===== src/rtl/decode_stage.sv =====
// RV32I decode stage: field split, immediate generation, control decode and a
// busy-register scoreboard that holds fetch on RAW/WAW hazards until writeback.
module decode_stage #(
  parameter int unsigned XLEN  = 32,
  parameter int unsigned NREGS = 32
) (
  input  logic            clk,
  input  logic            rst,
  input  logic            in_valid,
  output logic            in_ready,
  input  logic [31:0]     in_inst,
  input  logic [XLEN-1:0] in_pc,
  output logic            out_valid,
  input  logic            out_ready,
  output logic [XLEN-1:0] out_pc,
  output logic [4:0]      out_rs1,
  output logic [4:0]      out_rs2,
  output logic [4:0]      out_rd,
  output logic [6:0]      out_opcode,
  output logic [2:0]      out_funct3,
  output logic [6:0]      out_funct7,
  output logic [XLEN-1:0] out_imm,
  output logic            out_reg_write_en,
  output logic [2:0]      out_wb_sel,
  output logic            out_mem_req,
  output logic            out_mem_req_write,
  output logic            out_illegal,
  input  logic            wb_valid,
  input  logic [4:0]      wb_rd,
  input  logic            flush
);

  localparam logic [6:0] OPC_LOAD     = 7'b0000011;
  localparam logic [6:0] OPC_MISC_MEM = 7'b0001111;
  localparam logic [6:0] OPC_OP_IMM   = 7'b0010011;
  localparam logic [6:0] OPC_AUIPC    = 7'b0010111;
  localparam logic [6:0] OPC_STORE    = 7'b0100011;
  localparam logic [6:0] OPC_OP       = 7'b0110011;
  localparam logic [6:0] OPC_LUI      = 7'b0110111;
  localparam logic [6:0] OPC_BRANCH   = 7'b1100011;
  localparam logic [6:0] OPC_JALR     = 7'b1100111;
  localparam logic [6:0] OPC_JAL      = 7'b1101111;
  localparam logic [6:0] OPC_SYS      = 7'b1110011;

  localparam logic [2:0] WB_NONE = 3'd0;
  localparam logic [2:0] WB_ALU  = 3'd1;
  localparam logic [2:0] WB_MEM  = 3'd2;
  localparam logic [2:0] WB_PC4  = 3'd3;
  localparam logic [2:0] WB_SYS  = 3'd4;

  localparam logic MEM_REQ_READ  = 1'b0;
  localparam logic MEM_REQ_WRITE = 1'b1;

  logic [6:0]       opcode;
  logic [4:0]       rs1, rs2, rd;
  logic             dec_rs1_used, dec_rs2_used, dec_we, dec_mem, dec_mw, dec_ill;
  logic [2:0]       dec_wb;
  logic [31:0]      imm32;
  logic [XLEN-1:0]  dec_imm;
  logic [NREGS-1:0] busy, busy_nxt;
  logic [31:0]      busy_full;
  logic             rs1_pend, rs2_pend, rd_pend, hazard, accept, squash;

  assign opcode = in_inst[6:0];
  assign rd     = in_inst[11:7];
  assign rs1    = in_inst[19:15];
  assign rs2    = in_inst[24:20];

  // Opcode decode: source usage, immediate format and control
  always_comb begin
    dec_rs1_used = 1'b0;
    dec_rs2_used = 1'b0;
    dec_we       = 1'b0;
    dec_wb       = WB_NONE;
    dec_mem      = 1'b0;
    dec_mw       = MEM_REQ_READ;
    dec_ill      = 1'b0;
    imm32        = '0;
    case (opcode)
      OPC_OP: begin
        dec_rs1_used = 1'b1;
        dec_rs2_used = 1'b1;
        dec_we       = 1'b1;
        dec_wb       = WB_ALU;
      end
      OPC_OP_IMM: begin
        dec_rs1_used = 1'b1;
        dec_we       = 1'b1;
        dec_wb       = WB_ALU;
        imm32        = {{20{in_inst[31]}}, in_inst[31:20]};
      end
      OPC_LUI, OPC_AUIPC: begin
        dec_we = 1'b1;
        dec_wb = WB_ALU;
        imm32  = {in_inst[31:12], 12'b0};
      end
      OPC_LOAD: begin
        dec_rs1_used = 1'b1;
        dec_we       = 1'b1;
        dec_wb       = WB_MEM;
        dec_mem      = 1'b1;
        imm32        = {{20{in_inst[31]}}, in_inst[31:20]};
      end
      OPC_STORE: begin
        dec_rs1_used = 1'b1;
        dec_rs2_used = 1'b1;
        dec_mem      = 1'b1;
        dec_mw       = MEM_REQ_WRITE;
        imm32        = {{20{in_inst[31]}}, in_inst[31:25], in_inst[11:7]};
      end
      OPC_BRANCH: begin
        dec_rs1_used = 1'b1;
        dec_rs2_used = 1'b1;
        imm32        = {{20{in_inst[31]}}, in_inst[7], in_inst[30:25], in_inst[11:8], 1'b0};
      end
      OPC_JAL: begin
        dec_we = 1'b1;
        dec_wb = WB_PC4;
        imm32  = {{12{in_inst[31]}}, in_inst[19:12], in_inst[20], in_inst[30:21], 1'b0};
      end
      OPC_JALR: begin
        dec_rs1_used = 1'b1;
        dec_we       = 1'b1;
        dec_wb       = WB_PC4;
        imm32        = {{20{in_inst[31]}}, in_inst[31:20]};
      end
      OPC_SYS: begin
        dec_we = 1'b1;
        dec_wb = WB_SYS;
        imm32  = {{20{in_inst[31]}}, in_inst[31:20]};
      end
      OPC_MISC_MEM: ;
      default: dec_ill = 1'b1;
    endcase
  end

  assign dec_imm = XLEN'($signed(imm32));

  // A register is pending if busy and not being retired this very cycle
  assign busy_full = 32'(busy);
  assign rs1_pend  = (rs1 != 5'd0) && busy_full[rs1] && !(wb_valid && wb_rd == rs1);
  assign rs2_pend  = (rs2 != 5'd0) && busy_full[rs2] && !(wb_valid && wb_rd == rs2);
  assign rd_pend   = (rd  != 5'd0) && busy_full[rd]  && !(wb_valid && wb_rd == rd);
  assign hazard    = (dec_rs1_used && rs1_pend) || (dec_rs2_used && rs2_pend) || (dec_we && rd_pend);

  assign in_ready = (!out_valid || out_ready) && !hazard && !flush && !rst;
  assign accept   = in_valid && in_ready;
  assign squash   = flush && out_valid && out_reg_write_en && (out_rd != 5'd0);

  // Scoreboard next state; a set in the same cycle overrides any clear
  always_comb begin
    busy_nxt = busy;
    for (int unsigned i = 0; i < NREGS; i++) begin
      if (wb_valid && wb_rd == 5'(i)) busy_nxt[i] = 1'b0;
      if (squash && out_rd == 5'(i)) busy_nxt[i] = 1'b0;
      if (accept && dec_we && rd == 5'(i) && i != 0) busy_nxt[i] = 1'b1;
    end
  end

  always_ff @(posedge clk) begin
    if (rst) busy <= '0;
    else     busy <= busy_nxt;
  end

  always_ff @(posedge clk) begin
    if (rst) begin
      out_valid         <= 1'b0;
      out_pc            <= '0;
      out_rs1           <= '0;
      out_rs2           <= '0;
      out_rd            <= '0;
      out_opcode        <= '0;
      out_funct3        <= '0;
      out_funct7        <= '0;
      out_imm           <= '0;
      out_reg_write_en  <= 1'b0;
      out_wb_sel        <= WB_NONE;
      out_mem_req       <= 1'b0;
      out_mem_req_write <= 1'b0;
      out_illegal       <= 1'b0;
    end else if (accept) begin
      out_valid         <= 1'b1;
      out_pc            <= in_pc;
      out_rs1           <= rs1;
      out_rs2           <= rs2;
      out_rd            <= rd;
      out_opcode        <= opcode;
      out_funct3        <= in_inst[14:12];
      out_funct7        <= in_inst[31:25];
      out_imm           <= dec_imm;
      out_reg_write_en  <= dec_we;
      out_wb_sel        <= dec_wb;
      out_mem_req       <= dec_mem;
      out_mem_req_write <= dec_mw;
      out_illegal       <= dec_ill;
    end else if (out_ready || flush) begin
      out_valid <= 1'b0;
    end
  end

endmodule


===== config.mk =====
export PLATFORM = sky130hd
export DESIGN_NAME = decode_stage
export DESIGN_NICKNAME = d
export VERILOG_FILES = /design/src/rtl/decode_stage.sv
export SDC_FILE = /design/constraint.sdc
export NUM_CORES = 1
export LEC_CHECK = 0
export BUFFER_PORTS_ARGS = -buffer_cell sky130_fd_sc_hd__clkbuf_2
export CORE_MARGIN = 2
export CORE_UTILIZATION = 35
export DETAILED_ROUTE_END_ITERATION = 16
export GPL_TIMING_DRIVEN = 0
export PLACE_DENSITY_LB_ADDON = 0.05
export SLEW_MARGIN = 30
export SYNTH_ARGS = -nofsm -noshare
export SYNTH_HDL_FRONTEND = slang
export SYNTH_SLANG_ARGS = --single-unit

===== constraint.sdc =====
create_clock -name clk -period 3.19 [get_ports clk]
set_clock_uncertainty 0.15 [all_clocks]
set_input_delay 0 -clock clk [delete_from_list [all_inputs] [get_ports clk]]
set_output_delay 0 -clock clk [all_outputs]
set_load 0.01 [all_outputs]

==> results_dict.tcl <==
set metrics [dict create \
    yosysMostFrequentCell "dfxtp_1" \
    yosys_register_bits 135 \
    final-hold-violation-count 0 \
    synth_compound_area_frac 0.122 \
    slowest_stage "dlygate4sd3_1" \
    antenna_found_initial 0 \
    place_worst_setup_slack_ns 0.187 \
    vias 6699 \
    grt_first_pass_wirelength_um 38100 \
    synthMuxAreaShare 0.244 \
    yosysTopAreaCell "dfxtp_1" \
    cp.arrival_ns 3.25 \
    fmax_ghz 0.324 \
    grt_util_all_layers 0.226 \
    fin_nets 1100 \
    rows 53 \
    grt.overflow.total 0 \
    initial_core_util 0.354 \
    seq_area_frac_synth 0.365 \
    wl_per_cell_um 19.1 \
    register_area_sq_um 2700 \
    finalSetupTns_ns 0 \
    synth.area.top_cells "dfxtp_1 37%, mux2_4 8.3%, nor2b_1 6.8%" \
    num-fill-cells 2049 \
    ys.flop_type "dfxtp_1" \
    slew_viol_final 0 \
    finalWirelength_um 25100 \
    holdWs_ns 0.0171 \
    finalWorstSetupSlack_ns 0.107 \
    use_met1 0.294 \
    die_area_sq_um 22300 \
    max-slew-margin-rel 0.482 \
    postRouteAntennaNets 0 \
    critPathMaxStageDelay_ns 0.58 \
    crit_path_end_kind "flip-flop" \
    cts_buffer_depth 2 \
    drc 0 \
    io_buffers 164 \
    synth_edf_count 0 \
    cts_made_buffers 17 \
    period_needed_ns 3.08 \
    path_cells "mux4_2 > nor2b_1 > or4_1 > o211ai_1 > o22a_2 > and3_2 > a311oi_1 > dlygate4sd3_1" \
    synth-xor-area-share 0.0177 \
    status "completed" \
    cp-start-kind "flip-flop" \
    synth_top_family_by_area "multiplexers" \
    use_met3 0.0402 \
    diodes 0 \
    synth_top_area_frac 0.365 \
    synth_async_sr_flop_share 0 \
    synth-adder-area-share 0 \
    p_leak_nw 4.24 \
    clock-sinks 135 \
    synth_area_sq_um 7400 \
    die_x_um 149 \
    multi_input_area_sq_um 4380 \
    via_per_inst 5.10 \
    crit_type "reg -> reg" \
    syn2layout_area_growth_pct 31.9 \
    firstDrtPassIters 5 \
    synth_area_per_cell_sq_um 9.46 \
    post-dp-hpwl_um 18600 \
    cp.required_ns 3.36 \
    synthTopCellsByCount "135 x dfxtp_1, 94 x nand2_1, 81 x nor2b_1" \
    min_path_type "in -> reg" \
    grt_pass1_vias 6622 \
    tritoncts "done" \
    setup_viol 0 \
    yosys.area_share.simple 0.208 \
    yosys_warnings 0 \
    rsz0062_at_grt "no" \
    htree_levels 4 \
    root_buffer "clkbuf_16" \
    ir_drop_mv 0.284 \
    drt_iter0_drc 395 \
    die_h_um 149 \
    cap_viol_max_count 0 \
    clk_latency_ns 0.43 \
    fin_crit_sh 0.966 \
    gr-usage-met2 0.380 \
    drive_gt1_frac 0.323 \
    syn_nets 858 \
    worst_slew_pin_slew_ns 0.777 \
    globalplace.congestion 0.921 \
    ios 180 \
    synthesis.instances 783 \
    synth_cell_type_count 50 \
    cts_setup_buffers 0 \
    design.core.area_sq_um 20900 \
    p_total_w 0.00458 \
    p_per_area_nw_per_um2 469 \
    grt_max_degree 17 \
    path_clk_slew_ns 0.06 \
    crit_fanout 4 \
    busiest_layer "met2" \
]
[final timing paths]
path / from / end / slack, ns / cells after the start
setup / recovery: busy[6]$_SDFFE_PP0P_ / out_illegal$_SDFFE_PP0P_ / 0.11 / 8
hold / removal: in_inst[23] / out_imm[3]$_SDFFE_PP0P_ / 0.02 / 3
setup reg to reg: busy[6]$_SDFFE_PP0P_ / out_illegal$_SDFFE_PP0P_ / 0.11 / 8
hold reg to reg: out_imm[12]$_SDFFE_PP0P_ / out_imm[12]$_SDFFE_PP0P_ / 0.31 / 2
[flip-flops by register name, indices dropped and copies added, names as in the netlist, 3 cells and up]
register    count
out_rs1         5
out_rd          5
out_funct3      3
out_rs2         5
out_wb_sel      3
busy           31
out_pc         32
out_imm        32
out_funct7      7
out_opcode      7
[final cells by class]
type                            instances  area share
Tap cell                              275      0.0352
Multi-Input combinational cell        579       0.449
Timing Repair Buffer                  223       0.145
Clock buffer                           19      0.0454
Sequential cell                       135       0.277
Buffer                                 63      0.0306
Clock inverter                         13      0.0164
Inverter                                6     0.00231
[metal layers]
| metal | up-vias | share of wire |
|---|---|---|
| met1 | 3164 | 0.45 |
| met3 | 25 | 0.055 |
| li1 | 3287 | - |
| met5 | - | 0 |
| met2 | 223 | 0.48 |
| met4 | 0 | 0.016 |
[cells in the final DEF, fill, tap and decap left out, types with 4 or more instances in the layout]
cell type        n
mux2i_1         38
nand3b_1         6
dlygate4sd3_1   59
nand2b_1        13
o2111ai_1       19
a21oi_1         30
buf_6            7
mux4_2          16
or3_1            5
nand2_1         94
mux2_2          40
nor3_1           8
xor2_1          12
clkbuf_1        44
and3_1           4
nand4_1          6
clkinv_4         4
nor2b_1         81
nor4_1           6
inv_1            5
or2_2           23
o21ai_0         50
clkbuf_16       17
dfxtp_1        135
buf_1            5
inv_6            4
nor2_1          19
clkbuf_2       164
buf_2            8
nand3_1         14
a22oi_1          6
mux2_4          41
o211a_1         12
[timing repair]
action,4_1_cts,5_1_grt
endpoints found under the hold margin,82,0
hold buffers,59,0
gates resized for setup,0,1
endpoints found under the setup margin,0,1
[cell families (layout without fill, tap and decap cells)]
| group | count (synthesis) | after routing |
|---|---|---|
| muxes | 135 | 135 |
| AOI/OAI and AO/OA | 137 | 137 |
| DFF | 135 | 135 |
| buffers and inverters | 69 | 324 |
| and+or+nand+nor | 292 | 292 |
| xor gates and xnor gates | 15 | 15 |
[metrics by stage]
stage	cell area, sq um	util	cells
6_report	9760	0.467	1313
5_1_grt	9760	0.467	1313
4_1_cts	9760	0.467	1313
3_5_place_dp	8570	0.410	1222
3_3_place_gp	8570	0.410	1222
2_1_floorplan	7400	-	783
[critical path: cells and delay by family (launching register included)]
kind            cells  cell delay [ns]
flops               1             0.36
buf+inv             1             0.58
mux                 1             0.48
simple gates        3             0.89
compound gates      3             0.51
[power breakdown]
part	switching, W	internal [W]
clock network	0.000850	0.00120
registers	0.0000515	0.00177
logic	0.000377	0.000340
No activity file was read; power rests on OpenSTA's default activity.
